File: config.mk
export PLATFORM = sky130hd
export DESIGN_NAME = if_stage
export DESIGN_NICKNAME = d
export VERILOG_FILES = /design/src/rtl/if_stage_pkg.sv /design/src/rtl/if_stage_fetch_fifo.sv /design/src/rtl/if_stage.sv
export SDC_FILE = /design/constraint.sdc
export NUM_CORES = 1
export LEC_CHECK = 0
export BUFFER_PORTS_ARGS = -buffer_cell sky130_fd_sc_hd__buf_4
export CORE_UTILIZATION = 35
export CTS_BUF_LIST = sky130_fd_sc_hd__clkbuf_4
export CTS_CLUSTER_SIZE = 10
export DETAILED_ROUTE_END_ITERATION = 8
export GPL_TIMING_DRIVEN = 0
export SLEW_MARGIN = 20
export SYNTH_ARGS = -nofsm -noshare
export SYNTH_HDL_FRONTEND = slang
export SYNTH_SLANG_ARGS = --single-unit
File: constraint.sdc
create_clock -name clk -period 4 [get_ports clk]
set_clock_uncertainty 0.1 [all_clocks]
set_input_delay 0.6 -clock clk [delete_from_list [all_inputs] [get_ports clk]]
set_output_delay 0.6 -clock clk [all_outputs]
set_load 0.005 [all_outputs]
File: src/rtl/if_stage_pkg.sv
// Shared constants and types for the instruction fetch stage.
package if_stage_pkg;

    localparam logic [31:0] INSTR_NOP        = 32'h0000_0013;
    localparam logic [31:0] RESET_PC_DEFAULT = 32'h0000_0000;
    localparam int unsigned IF_FIFO_DEPTH    = 2;

    // One prefetched instruction together with the address it came from.
    typedef struct packed {
        logic [31:0] pc;
        logic [31:0] instr;
    } fetch_entry_t;

    // Fetch addresses are always word aligned.
    function automatic logic [31:0] word_align(input logic [31:0] addr);
        return {addr[31:2], 2'b00};
    endfunction

endpackage

File: src/rtl/if_stage_fetch_fifo.sv
// Two-entry prefetch FIFO of {pc, instr} with flush; push and pop may coincide.
module fetch_fifo
    import if_stage_pkg::*;
#(
    parameter int unsigned DEPTH = IF_FIFO_DEPTH
) (
    input  logic         clk,
    input  logic         rst_n,
    input  logic         flush,
    input  logic         push,
    input  fetch_entry_t push_data,
    input  logic         pop,
    output fetch_entry_t head,
    output logic         valid,
    output logic [1:0]   count
);

    localparam logic [1:0] FULL = 2'(DEPTH);

    fetch_entry_t mem [2];
    logic         rd_ptr;
    logic         wr_ptr;
    logic         do_push;
    logic         do_pop;

    assign valid   = (count != 2'd0);
    assign head    = mem[rd_ptr];
    assign do_pop  = pop && valid;
    assign do_push = push && ((count != FULL) || do_pop);

    // Pointer, occupancy and storage update; flush empties the FIFO.
    always_ff @(posedge clk) begin
        if (!rst_n || flush) begin
            rd_ptr <= 1'b0;
            wr_ptr <= 1'b0;
            count  <= 2'd0;
        end else begin
            if (do_push) begin
                mem[wr_ptr] <= push_data;
                wr_ptr      <= ~wr_ptr;
            end
            if (do_pop) begin
                rd_ptr <= ~rd_ptr;
            end
            if (do_push && !do_pop) begin
                count <= count + 2'd1;
            end else if (!do_push && do_pop) begin
                count <= count - 2'd1;
            end
        end
    end

endmodule

File: src/rtl/if_stage.sv
// Instruction fetch stage: issues word fetches under a 2-credit limit,
// buffers returned words in a prefetch FIFO and feeds the decoder.
module if_stage
    import if_stage_pkg::*;
#(
    parameter logic [31:0] RESET_PC   = RESET_PC_DEFAULT,
    parameter int unsigned FIFO_DEPTH = IF_FIFO_DEPTH
) (
    input  logic        clk,
    input  logic        rst_n,
    output logic        imem_req_o,
    output logic [31:0] imem_addr_o,
    input  logic        imem_gnt_i,
    input  logic        imem_rvalid_i,
    input  logic [31:0] imem_rdata_i,
    input  logic        redirect_i,
    input  logic [31:0] redirect_pc_i,
    input  logic        stall_i,
    output logic        instr_valid_o,
    output logic [31:0] instruction_o,
    output logic [31:0] pc_o
);

    logic         started_q;
    logic [31:0]  fetch_pc_q;
    logic [31:0]  resp_pc_q;
    logic [31:0]  last_pc_q;
    logic [1:0]   outstanding_q;
    logic [1:0]   outstanding_nxt;
    logic [1:0]   discard_q;
    logic [1:0]   fifo_count;
    logic [2:0]   credit_used;
    logic         granted;
    logic         push;
    logic         pop;
    logic         fifo_valid;
    fetch_entry_t fifo_head;
    fetch_entry_t push_data;
    logic [31:0]  redirect_target;

    assign redirect_target = word_align(redirect_pc_i);
    assign credit_used     = 3'(fifo_count) + 3'(outstanding_q);
    assign imem_req_o      = started_q && !redirect_i && (credit_used < 3'd2);
    assign imem_addr_o     = fetch_pc_q;
    assign granted         = imem_req_o && imem_gnt_i;

    // Responses arrive in order, so the pc of the next kept response is a
    // running counter rather than a per-request tag.
    assign push            = imem_rvalid_i && !redirect_i && (discard_q == 2'd0);
    assign push_data.pc    = resp_pc_q;
    assign push_data.instr = imem_rdata_i;
    assign pop             = fifo_valid && !stall_i && !redirect_i;

    assign instr_valid_o   = fifo_valid;
    assign instruction_o   = fifo_valid ? fifo_head.instr : INSTR_NOP;
    assign pc_o            = fifo_valid ? fifo_head.pc : last_pc_q;

    fetch_fifo #(
        .DEPTH (FIFO_DEPTH)
    ) u_fetch_fifo (
        .clk       (clk),
        .rst_n     (rst_n),
        .flush     (redirect_i),
        .push      (push),
        .push_data (push_data),
        .pop       (pop),
        .head      (fifo_head),
        .valid     (fifo_valid),
        .count     (fifo_count)
    );

    // In-flight request count after this cycle's grant and response.
    always_comb begin
        outstanding_nxt = outstanding_q;
        if (granted && !imem_rvalid_i) begin
            outstanding_nxt = outstanding_q + 2'd1;
        end else if (!granted && imem_rvalid_i) begin
            outstanding_nxt = outstanding_q - 2'd1;
        end
    end

    // Fetch and response pointers, credit and discard bookkeeping.
    always_ff @(posedge clk) begin
        if (!rst_n) begin
            started_q     <= 1'b0;
            fetch_pc_q    <= RESET_PC;
            resp_pc_q     <= RESET_PC;
            last_pc_q     <= RESET_PC;
            outstanding_q <= 2'd0;
            discard_q     <= 2'd0;
        end else begin
            started_q     <= 1'b1;
            outstanding_q <= outstanding_nxt;
            if (fifo_valid) begin
                last_pc_q <= fifo_head.pc;
            end
            if (redirect_i) begin
                fetch_pc_q <= redirect_target;
                resp_pc_q  <= redirect_target;
                discard_q  <= outstanding_nxt;
            end else begin
                if (granted) begin
                    fetch_pc_q <= fetch_pc_q + 32'd4;
                end
                if (push) begin
                    resp_pc_q <= resp_pc_q + 32'd4;
                end
                if (imem_rvalid_i && (discard_q != 2'd0)) begin
                    discard_q <= discard_q - 2'd1;
                end
            end
        end
    end

endmodule

======== After elaboration in Yosys (flattened, before gate mapping) ========
Memories as Yosys holds them, arrays and structs flattened. A register that Yosys moved wholly into a read port is not among the register bits.
Cells that the tools add are included.
cells by class
  shifts and indexed selects .............. 0
  add/sub/neg operators ................... 8
  order comparisons ....................... 1
  equality and inequality tests ........... 1
  reduce and logical (&&, ||, !) cells .... 31
  multiplexer cells ....................... 18
  bitwise gates (word level) .............. 3
  multipliers ............................. 0
  div/mod/pow operators ................... 0
operators with widths
  cell                                                                           count
  32-bit 2-to-1 mux                                                              6
  32-bit by 3-bit adder with 32-bit output (second input constant)               2
  1-bit logical AND                                                              14
  2-bit 2-to-1 mux                                                               6
  2-bit nonzero test                                                             6
  1-bit zero test                                                                7
  1-bit 2-to-1 mux                                                               6
  2-bit by 1-bit subtractor with 2-bit output (second input constant)            3
  2-bit by 1-bit adder with 2-bit output (second input constant)                 2
  2-bit by 2-bit adder with 3-bit output                                         1
  3-bit by 2-bit less-than comparator with 1-bit output (second input constant)  1
  1-bit inverter                                                                 3
  2-bit zero test                                                                1
  1-bit logical OR                                                               2
  2-bit inequality test (second input constant)                                  1
  2-bit OR reduction                                                             1
storage, ports and cells
  bits in registers ....................... 105
  RAM bits ................................ 128
  output and inout bits ................... 98
  bits in read-only memories .............. 0
  bits in latches ......................... 0
  memories ................................ 1
memory list
  memory            depth  bits a word  rd ports  clocked after memory_dff  wr ports  line                       text
  u_fetch_fifo.mem  2      64           1         1                         1         if_stage_fetch_fifo.sv:20  fetch_entry_t mem [2];

======== Depth between registers and ports, before layout ========
Gate-level depths: netlist of the first run.
  depth after elaboration ................. 10
  depth in mapped cells ................... 8
  gate-level depth less buffers ........... 8

======== Hierarchy ========
A second synthesis of the first run with hierarchy kept.
unflattened totals
  cells, all modules ...................... 814
  area total of the unflattened synthesis .. 9868.2 um^2
by module, submodules not included
  module      area each (um^2)  instances  seq. area each (um^2)  cells an instance
  if_stage    5027.3            1          1941.9                 589
  fetch_fifo  4840.9            1          3943.8                 225

======== Worst setup path before layout of the first run ========
OpenSTA, ideal clock, no wires.
  path kind ............................... input -> register
  start ................................... input redirect_i
  end ..................................... memory u_fetch_fifo.mem[0][0] (netlist bit), enable pin
  arrival ................................. 3.829 ns
  required time ........................... 3.418 ns
  library setup time ...................... 0.482 ns
  slack ................................... -0.411 ns
  stages .................................. 4
  cell sequence ........................... clkbuf_1 -> nor3_1 -> nand2_1 -> nor2_1
on the way
  word-level cells in the longest chain between the ends .. 8
RTL lines
  item                                      line                            text
  start: declaration                        if_stage.sv:16                  input logic redirect_i,
  1-bit zero test *                         if_stage.sv:49, if_stage.sv:52
  1-bit logical AND                         if_stage.sv:52                  assign pop = fifo_valid && !stall_i && !redirect_i;
  1-bit logical AND                         if_stage_fetch_fifo.sv:28       assign do_pop = pop && valid;
  1-bit logical OR                          if_stage_fetch_fifo.sv:29       assign do_push = push && ((count != FULL) || do_pop);
  1-bit logical AND *                       if_stage_fetch_fifo.sv:29
  net u_fetch_fifo.do_push                  if_stage_fetch_fifo.sv:23       logic do_push;
  1-bit 2-to-1 mux *                        if_stage_fetch_fifo.sv:38       if (do_push) begin
  1-bit 2-to-1 mux *                        if_stage_fetch_fifo.sv:33       if (!rst_n || flush) begin
  1-bit 2-to-1 mux (implied by the code) *  if_stage_fetch_fifo.sv:39       mem[wr_ptr] <= push_data;
  end: declaration                          if_stage_fetch_fifo.sv:20
The timed path passes the listed nets; every way through them passes the cells marked *.

======== Worst setup path in the final report of the first run ========
  start ................................... register u_fetch_fifo.count[0]
  end ..................................... output instruction_o[29]
on the way
  word-level cells in the longest chain between the ends .. 2
RTL lines
  item                      line                       text
  start: declaration        if_stage_fetch_fifo.sv:15  output logic [1:0] count
  start signal: assignment  if_stage_fetch_fifo.sv:46  count <= count + 2'd1;
  start signal: assignment  if_stage_fetch_fifo.sv:48  count <= count - 2'd1;
  2-bit nonzero test        if_stage_fetch_fifo.sv:26  assign valid = (count != 2'd0);
  32-bit 2-to-1 mux         if_stage.sv:55             assign instruction_o = fifo_valid ? fifo_head.instr : INSTR_NOP;
  end: declaration          if_stage.sv:20             output logic [31:0] instruction_o,
No other way between the ends.

==> results of run 1 <==
## worst max path at each step
stage	start	end	slack, ns	cells after the start
floorplan	redirect_i	u_fetch_fifo.mem[0][0]	0.61	4
global placement	rst_n	u_fetch_fifo.mem[0][24]	-1.01	5
detailed placement	u_fetch_fifo.count[0]	instruction_o[0]	0.57	7
CTS	u_fetch_fifo.count[0]	instruction_o[25]	0.12	6
global route	u_fetch_fifo.count[0]	instruction_o[27]	0.15	6
finish	u_fetch_fifo.count[0]	instruction_o[29]	0.42	6
## flip-flops by register name, indices dropped and copies added, names as in the netlist, named ones only
name,count
resp_pc_q,30
discard_q,2
started_q,1
last_pc_q,32
u_fetch_fifo.count,2
outstanding_q,2
u_fetch_fifo.rd_ptr,1
u_fetch_fifo.wr_ptr,1
imem_addr_o,30
u_fetch_fifo.mem,124
## worst reg2reg max path, stage by stage, from the launching register on
cell and delay, ns:
dfxtp_1 0.42, and2_1 0.17, fa_1 0.48, nor4b_1 0.51, and2_1 0.23, nand2_1 0.27, or4_1 0.58, nand3_1 0.09
## power by group through the flow
stage                     clock (mW)  combinational, mW  sequential, mW
after global routing            2.17              0.544            2.63
after CTS                       2.05              0.495            2.62
after floorplan                    0              0.220            2.65
after global placement             0              0.453            2.67
after detailed placement           0              0.467            2.67
final                           1.99              0.492            2.62
## layout make-up
type / count / share of cell area [%]
Multi-Input combinational cell: 530 / 27.5
Clock buffer: 93 / 5.73
Timing Repair Buffer: 200 / 13.6
Antenna cell: 3 / 0.0616
Sequential cell: 226 / 47.3
Buffer: 43 / 1.43
Inverter: 13 / 0.400
Clock inverter: 15 / 0.565
Tap cell: 335 / 3.44
## through the flow
stage | total power, mW | instance area [sq um] | utilization (%) | hold WS [ns] | TNS [ns]
2_1_floorplan | 2.87 | 9330 | - | 0.344 | 0
3_3_place_gp | 3.12 | 11000 | 42.1 | 0.360 | -96.08
3_5_place_dp | 3.13 | 11100 | 42.5 | 0.364 | 0
4_1_cts | 5.17 | 12200 | 46.7 | 0.0422 | 0
5_1_grt | 5.35 | 12200 | 46.8 | 0.0548 | 0
6_report | 5.10 | 12200 | 46.8 | 0.0880 | 0
## placed cells by master (no fill, tap or decap), types with 4 or more instances in the layout
cell type      Yosys  routed
buf_4              2     165
clkbuf_4           0      93
inv_1             12      12
and2_1            37      37
buf_1              5       5
dfxtp_1          102     102
clkinv_1           1      10
o21ai_0           60      60
edfxtp_1         124     124
a211oi_1           4       4
o22ai_1            5       5
clkbuf_1          35      32
ha_1               4       4
nor3_1             9       9
nand4_1           23      23
xor2_1            33      33
dlygate4sd3_1      0      33
nor4_1            10      10
o311ai_0           7       7
nor2_1            57      56
a21oi_1           53      53
or3_1              5       5
xnor2_1           23      23
and3_1            12      11
nand3_1           24      24
nand2_1           64      64
mux2i_1           64      64
o211ai_1           4       4
## cell families (layout without fill, tap and decap cells)
group,after synthesis,count (layout)
mux,64,64
compound gates,140,140
buf+inv,57,364
fa+ha+maj,5,5
flops,226,226
other cells,1,5
simple gates,263,263
xor+xnor,56,56
## metal layers
metal | GRT usage (%) | vias up | part of all wire (%)
li1 | - | 3525 | -
met1 | 22.8 | 3352 | 45
met2 | 28.5 | 278 | 46
met3 | 3.77 | 45 | 7.5
met4 | 6.88 | 0 | 2.2
met5 | 0 | - | 0
## repair_timing
action / CTS / global route
setup endpoints to repair: 13 / 20
hold buffers: 33 / 0
gates resized for setup: 1 / 3
gates cloned: 0 / 0
endpoints found under the hold margin: 65 / 0
pin swaps: 0 / 0
==> run metrics, run 1 <==
outcome finished, final reports clean; worst skew pair latency around 0.7 ns; Worst Hold End resp_pc_q[21]; Syn Std Cell Area about 9300 sq um; pre-CTS setup slack 0.572 ns; Final min period around 3.6 ns; io pins between 150 and 200; FF/Latch Area 5770 sq um; CP max FO 19; Sw Pwr 1.27 mW; fillcell total 2,490; Buf/Inv on CP 4; Layout Nets 1,147; max frequency ~280 MHz; Critical Path Source Type flip-flop; ratio of cells with drive above 1 in the final layout around a quarter; compound-cell area share of the yosys netlist under 10%; Switching Share around a quarter; die width about 170 um; DRC Markers 0; clk sinks approximately 230; largest net degree at the start of global routing between 40 and 50; Critical R2R Capture imem_addr_o[31]; Die Area approximately 27,000 sq um; final worst-path cycle share between 80 and 90%; post-synthesis async set-or-reset flop share 0%; HP Class in2reg; Via Count about 7,000; CTS H-tree lvls 2; clock slew at reported path FFs about 0.070 ns; clock power share between 30% and 40%; Core Area 26,100 sq um; Rel. slew slack 44.4%; Critical R2R Launch u_fetch_fifo.count[0]; vias per cell around 5; antenna violations before repair 1; footprint of the multi-input gates 3350 sq um; cts bufs inserted 58; RSZ-0062 raised after global routing false; synth cell count leaders edfxtp_1, dfxtp_1, mux2i_1, nand2_1, o21ai_0; worst slew pin tran 0.835 ns; Top Family by Delay on Critical Path buffers and inverters; worst-path cell chain nor2_1, clkbuf_2, buf_2, clkbuf_1, nor2_1, buf_4; top-count cell post-synth edfxtp_1; top-area cell type share of the netlist area about two fifths; Pleak 4.45 nW; Final Hold Fails 0; Clock Tree Buf Depth 3; port bufs 163; Placed Cells between 1,000 and 1,500; Detailed Route WL roughly 24,000 um; first-pass GRT wire length ~37,000 um; worst-case vdd ir drop around 0.18 mV; top cells by area, synth edfxtp_1, dfxtp_1, mux2i_1; hold path depth 3; DRT iter0 DRCs ~320; Area Overhead vs Synth 30.7%; part of the power in registers between 50% and 60%; Pint about 3.8 mW; Post-synth EDFFs 124; # rows between 50 and 60; Logic pwr share under 10%; count of cell types in the netlist 48; hpwl dp approximately 17,000 um; GRT Util Overall ~18%; Die H approximately 170 um; largest family of logic cells by synthesized area simple AND/OR/NAND/NOR gates; Synth Area in Simple Gates between 10% and 20%; post-synthesis xor/xnor area fraction about 5.3%; worst hold start redirect_pc_i[21]; slowest stage delay, CP roughly 0.44 ns; Slew Viols, Final 0; Worst R2R Path Depth 7; GRT overflow 0; final setup fails 0; mux share of post-synthesis cell area just under 7%; Crit path arrival time 2.88 ns; Primary FF master, synth edfxtp_1; final non-filler cell total approximately 1,500; slowest CP cell nor2_1; number of synthesized register bits roughly 230; Initial Util 35.8%; WS Path Type reg2out; DR pass1 iterations 5; CTS root buf clkbuf_4; Routed wire per std cell about 16 um; synth warn 0; cell repeated most along the worst path nor2_1; post-CTS setup buffers 0; sequential share of the synthesized area 61.8%; post-route setup slack 0.423 ns; Synth Area in Adders less than 1%; Routed Antenna Nets 0; worst path required time about 3.3 ns; gpl congestion 0.901; vias in the first global route 6,994; syn avg cell area about 11 sq um; area leader, netlist edfxtp_1; Syn Inst Count around 810; CTS tree built; PD cells ~420 nW/um^2; CP endpoint kind output pin; max_cap viols 0; R2R setup slack between 1 and 1.5 ns
(Power assumes the default switching activity.)
==> inputs of run 2 (changes only) <==
--- a/config.mk
+++ b/config.mk
@@ -6,11 +6,14 @@
 export NUM_CORES = 1
 export LEC_CHECK = 0
 export BUFFER_PORTS_ARGS = -buffer_cell sky130_fd_sc_hd__buf_4
+export CORE_MARGIN = 3
 export CORE_UTILIZATION = 35
 export CTS_BUF_LIST = sky130_fd_sc_hd__clkbuf_4
 export CTS_CLUSTER_SIZE = 10
 export DETAILED_ROUTE_END_ITERATION = 8
 export GPL_TIMING_DRIVEN = 0
+export MAX_ROUTING_LAYER = met4
+export SETUP_SLACK_MARGIN = 0.3
 export SLEW_MARGIN = 20
 export SYNTH_ARGS = -nofsm -noshare
 export SYNTH_HDL_FRONTEND = slang
==> run 2 against run 1 <==
Compared with the run above:
- sequential share of layout area barely moved
- fmax rose by 5.2%
- clock-buffer cell count fell by 11
- total power rose by 0.31%
- via count barely moved
- setup slack improved by 0.18 ns
- flip-flop and latch count did not move
- register-to-register slack got worse by 0.04 ns
- sequential power barely moved
- combinational power barely moved
- global-route usage fell by 0.71 points
- critical endpoint is now instruction_o[28]
==> run metrics, run 2 (synthesis results as in run 1) <==
Worst Hold End imem_addr_o[23]; Worst R2R Path Depth 7 (unchanged); largest net degree at the start of global routing 33 (-30%); worst path required time 3.30 ns (about the same); setup TNS 0 ns (unchanged); port bufs 163 (unchanged); RSZ-0062 raised after global routing false; fillcell total 2,526 (+1.4%); Die H 169 um (+2.4%); biggest regs u_fetch_fifo.mem: 124 flops, last_pc_q: 32 flops; CP max FO 10 (-9); DR pass1 iterations 5 (unchanged); hpwl dp 16,900 um (+1.3%); HP Class in2reg; Detailed Route WL 24,000 um (-0.12%); ratio of cells with drive above 1 in the final layout 24.3% (-0.91 points); GRT overflow 0 (unchanged); max reg flops 124 (unchanged); Final Hold Fails 0 (unchanged); outcome finished, final reports clean; Critical Path Source Type flip-flop; DRC Markers 0 (unchanged); cts bufs inserted 57 (-1.7%); Slew Viols, Final 0 (unchanged); post-route setup slack 0.601 ns (+0.178 ns); CTS H-tree lvls 2 (unchanged); Area Overhead vs Synth 30.8% (about the same); Routed wire per std cell 16.5 um (-0.12%); Critical R2R Launch u_fetch_fifo.count[0]; Initial Util 35.7% (-0.10 points); final worst-path cycle share 85.0% (-4.5 points); worst slew pin tran 0.827 ns (-0.00809 ns); Rel. slew slack 44.4% (about the same); Biggest register u_fetch_fifo.mem; Routed Antenna Nets 0 (unchanged); final setup fails 0 (unchanged); Clock Tree Buf Depth 3 (unchanged); Pleak 4.43 nW (-0.30%); R2R setup slack 1.05 ns (-0.04 ns); Final min period 3.40 ns (-0.178 ns); vias per cell 4.94 (about the same); Placed Cells 1,315 (unchanged); worst-case vdd ir drop 0.172 mV (-6.3%); final non-filler cell total 1,458 (unchanged); Die Area 28,600 sq um (+4.9%); GRT Util Overall 16.9% (-0.71 points); post-CTS setup buffers 0 (unchanged); Core Area 26,100 sq um (+0.28%); CTS tree built; CP endpoint kind output pin; pre-CTS setup slack 0.576 ns (+0.00384 ns); worst skew pair latency 0.67 ns (-0.04 ns); CTS root buf clkbuf_4; WS Path Type reg2out; vias in the first global route 7,049 (+0.79%); Crit path arrival time 2.70 ns (-0.18 ns); most frequent cells in the layout buf_4, edfxtp_1, dfxtp_1; die width 169 um (+2.4%); hold path depth 3 (unchanged); Critical R2R Capture imem_addr_o[31]; Layout Nets 1,147 (unchanged); clock slew at reported path FFs 0.07 ns (about the same); # rows 59 (unchanged); PD cells 420 nW/um^2 (+0.29%); worst hold start redirect_pc_i[23]; gpl congestion 0.890 (-1.2%); first-pass GRT wire length 37,600 um (+1.6%); most common cell after layout, fill and taps aside buf_4; clk sinks 226 (unchanged); Via Count 7,199 (-0.014%); max frequency 294 MHz (+5.2%); io pins 168 (unchanged); DRT iter0 DRCs 446 (+39%); max_cap viols 0 (unchanged); antenna violations before repair 1 (unchanged)
-- run 2: cell count changes in the layout (fill, tap and decap cells not counted), moves of 2 or more --
cell       delta
clkbuf_2      +2
clkbuf_4     -11
clkinv_1     +12
bufinv_16     +2
-- run 2: repair_timing --
action | in CTS | in global routing
gates resized for setup | 3 | 1
hold buffers | 33 | 0
endpoints found under the hold margin | 65 | 0
gates cloned | 0 | 0
setup endpoints to repair | 33 | 3
-- run 2: report_power, final --
| group | switching (mW) | internal (mW) |
|---|---|---|
| clock | 0.927 | 1.08 |
| combinational | 0.252 | 0.243 |
| sequential | 0.0786 | 2.54 |
-- run 2: cell type report --
class	count	area, sq um	share of cell area [%]
diodes	2	5.00	0.0411
well taps	335	419	3.44
multi-input cells	530	3350	27.5
inverters	13	48.8	0.400
plain buffers	44	179	1.47
repair buffers	200	1650	13.5
clock inverters	26	156	1.28
clock buffers	82	616	5.05
flip-flops and latches	226	5770	47.3
-- run 2: worst max-delay path by stage --
stage	from	endpoint	slack [ns]	depth (start not counted)
finish	flip-flop	instruction_o[28]	0.60	6
global route	flip-flop	instruction_o[13]	0.39	6
CTS	u_fetch_fifo.count[0]	instruction_o[4]	0.41	7
detailed placement	u_fetch_fifo.count[0]	instruction_o[4]	0.58	7
global placement	rst_n	u_fetch_fifo.mem[0][24]	-0.99	5
floorplan	redirect_i	u_fetch_fifo.mem[0][0]	0.61	4
-- run 2: stage by stage --
stage               total power, mW  area [sq um]  hold slack, ns  util (%)
finish                         5.12         12200           0.112      46.7
global route                   5.38         12200          0.0751      46.7
global placement               3.12         11000           0.359      42.0
floorplan                      2.87          9330           0.344         -
detailed placement             3.13         11100           0.365      42.4
CTS                            5.19         12200          0.0470      46.6
-- run 2: routing by layer --
layer	up-vias	GRT usage (%)	wire length, um
met5	-	-	0
met4	0	4.48	393
met2	311	25.6	10600
met1	3335	22.9	11200
met3	46	3.98	1820
li1	3507	-	-
-- run 2: worst max-delay path, cell delays in order (launching register included) --
cell     delay, ns
dfxtp_1       0.30
buf_2         0.23
buf_2         0.35
buf_1         0.66
mux2i_1       0.29
nor2_1        0.07
buf_4         0.15
==> inputs of run 3 (changes only) <==
==> constraint.sdc (replaced) <==
create_clock -name clk -period 3.5 [get_ports clk]
set_clock_uncertainty 0.1 [all_clocks]
set_input_delay 0.525 -clock clk [delete_from_list [all_inputs] [get_ports clk]]
set_output_delay 0.525 -clock clk [all_outputs]
set_load 0.005 [all_outputs]
==> run 3 against run 2 <==
Compared with the run above:
- critical path type is now in2reg
- critical endpoint is now u_fetch_fifo.mem[0][26]
- combinational power rose by 17%
- final area grew 0.41%
- wire length grew 2.0%
- register-to-register slack got worse by 0.41 ns
- setup slack got worse by 0.15 ns
==> run metrics, run 3 (synthesis results as in run 1) <==
port bufs 163 (unchanged); Detailed Route WL 24,500 um (+2.0%); RSZ-0062 raised after global routing false; PD cells 469 nW/um^2 (+12%); clock power share 37.8% (-1.4 points); final worst-path cycle share ~87%; worst-case vdd ir drop 0.213 mV (+24%); most frequent cells in the layout buf_4, edfxtp_1, dfxtp_1; CTS tree built; ratio of cells with drive above 1 in the final layout 25.1% (+0.80 points); Routed Antenna Nets 0 (unchanged); Rel. slew slack 46.6% (+2.2 points); Sw Pwr 1.46 mW (+16%); worst path required time 3.74 ns (+0.44 ns); worst hold start redirect_pc_i[29]; Final Hold Fails 0 (unchanged); Worst Hold Slack 0.0581 ns (-0.0535 ns); Die Area 28,600 sq um (unchanged); io pins 168 (unchanged); Pleak 4.48 nW (+1.1%); Core Area 26,100 sq um (unchanged); GRT Util Overall 17.2% (+0.30 points); vias in the first global route 7,058 (+0.13%); DR pass1 iterations 5 (unchanged); # rows 59 (unchanged); Finished Cell Area 12,200 sq um (+0.41%); DRT iter0 DRCs 402 (-9.9%); Clock Tree Buf Depth 3 (unchanged); WS Path Type in2reg; post-route setup slack 0.451 ns (-0.150 ns); clock slew at reported path FFs 0.06 ns (about the same); hpwl dp 17,200 um (+2.2%); Critical Path Source Type primary input; max_cap viols 0 (unchanged); Pint 4.28 mW (+11%); final setup fails 0 (unchanged); pre-CTS setup slack 0.190 ns (-0.386 ns); Routed wire per std cell 16.7 um (+1.5%); antenna violations before repair 1 (unchanged); Biggest register u_fetch_fifo.mem; Layout Nets 1,154 (+0.61%); CP endpoint kind flip-flop; worst skew pair latency 0.68 ns (about the same); max reg flops 124 (unchanged); vias per cell 4.95 (+0.25%); Area Overhead vs Synth 31.3%; fillcell total 2,514 (-0.48%); Initial Util 35.7% (unchanged); HP Class in2reg; Slew Viols, Final 0 (unchanged); first-pass GRT wire length 37,900 um (+0.79%); die width 169 um (unchanged); worst slew pin tran 0.794 ns (-0.0324 ns); CTS H-tree lvls 2 (unchanged); largest net degree at the start of global routing 38 (+15%); outcome finished, final reports clean; CP max FO 20 (+10); GRT overflow 0 (unchanged); Critical R2R Launch u_fetch_fifo.count[0]; CTS root buf clkbuf_4; part of the power in registers 52.1% (+1.0 points); setup TNS 0 ns (unchanged); max frequency between 300 and 400 MHz; crit path launch rst_n; DRC Markers 0 (unchanged); clk sinks 226 (unchanged); gpl congestion 0.877 (-1.4%); Final min period about 3.0 ns; cts bufs inserted 58 (+1.8%); Switching Share 25.5% (+0.91 points); Via Count 7,252 (+0.74%); Logic pwr share 10.0% (+0.3 points); biggest regs u_fetch_fifo.mem: 124 flops, last_pc_q: 32 flops; Die H 169 um (unchanged); placed cell area 11,100 sq um (about the same); Crit path arrival time 3.29 ns (+0.59 ns); most common cell after layout, fill and taps aside buf_4
[run 3: cell types whose count changed in the layout (fill, tap and decap cells not counted), moves of 2 or more]
cell	delta
clkinv_2	+3
buf_2	+6
clkbuf_4	+2
bufinv_16	-2
dlygate4sd3_1	+6
clkbuf_1	-3
buf_1	-5
[run 3: critical path, cell delays in order]
cell           delay, ns
dlygate4sd3_1       0.52
buf_4               0.15
clkbuf_1            0.50
clkbuf_1            0.56
nand2_1             0.18
nor2_4              0.43
buf_16              0.23
buf_16              0.18
[run 3: layout make-up]
class                   instances  area (sq um)  area share, %
flip-flops and latches        226          5770           47.1
multi-input cells             530          3360           27.5
repair buffers                206          1720           14.0
clock buffers                  82           616           5.03
well taps                     335           419           3.42
plain buffers                  44           194           1.58
clock inverters                28           115          0.940
inverters                      13          48.8          0.399
diodes                          1          2.50         0.0204
[run 3: worst paths after layout]
check | end | slack (ns) | cells past startpoint
worst max register to register | imem_addr_o[31] | 0.64 | 7
worst max-delay path | u_fetch_fifo.mem[0][26] | 0.45 | 8
worst min register to register | last_pc_q[1] | 0.38 | 1
worst min-delay path | imem_addr_o[29] | 0.06 | 3
[run 3: timing repair]
action / CTS / global route
hold buffers: 39 / 0
endpoints found under the setup margin: 59 / 26
gates resized for setup: 11 / 10
buffers inserted: 0 / 0
endpoints found under the hold margin: 72 / 0
[run 3: metrics by stage]
step | power [mW] | util, % | instances
after detailed placement | 3.59 | 42.4 | 1315
after floorplan | 3.28 | - | 813
final | 5.74 | 46.8 | 1465
after CTS | 5.82 | 46.8 | 1464
after global routing | 6.03 | 46.8 | 1465
after global placement | 3.57 | 42.0 | 1311
[run 3: power groups by stage]
stage | Clock [mW] | Sequential [mW] | Combinational (mW)
finish | 2.17 | 2.99 | 0.577
global route | 2.39 | 3.00 | 0.634
CTS | 2.25 | 2.99 | 0.579
detailed placement | 0 | 3.05 | 0.538
global placement | 0 | 3.05 | 0.522
floorplan | 0 | 3.02 | 0.252
[run 3: routing by layer]
metal	wire (um)	vias to the layer above	GRT usage, %
met5	0	-	-
met4	494	0	5.23
met3	1910	54	3.77
met2	11000	308	26.3
met1	11000	3364	23.0
li1	-	3526	-
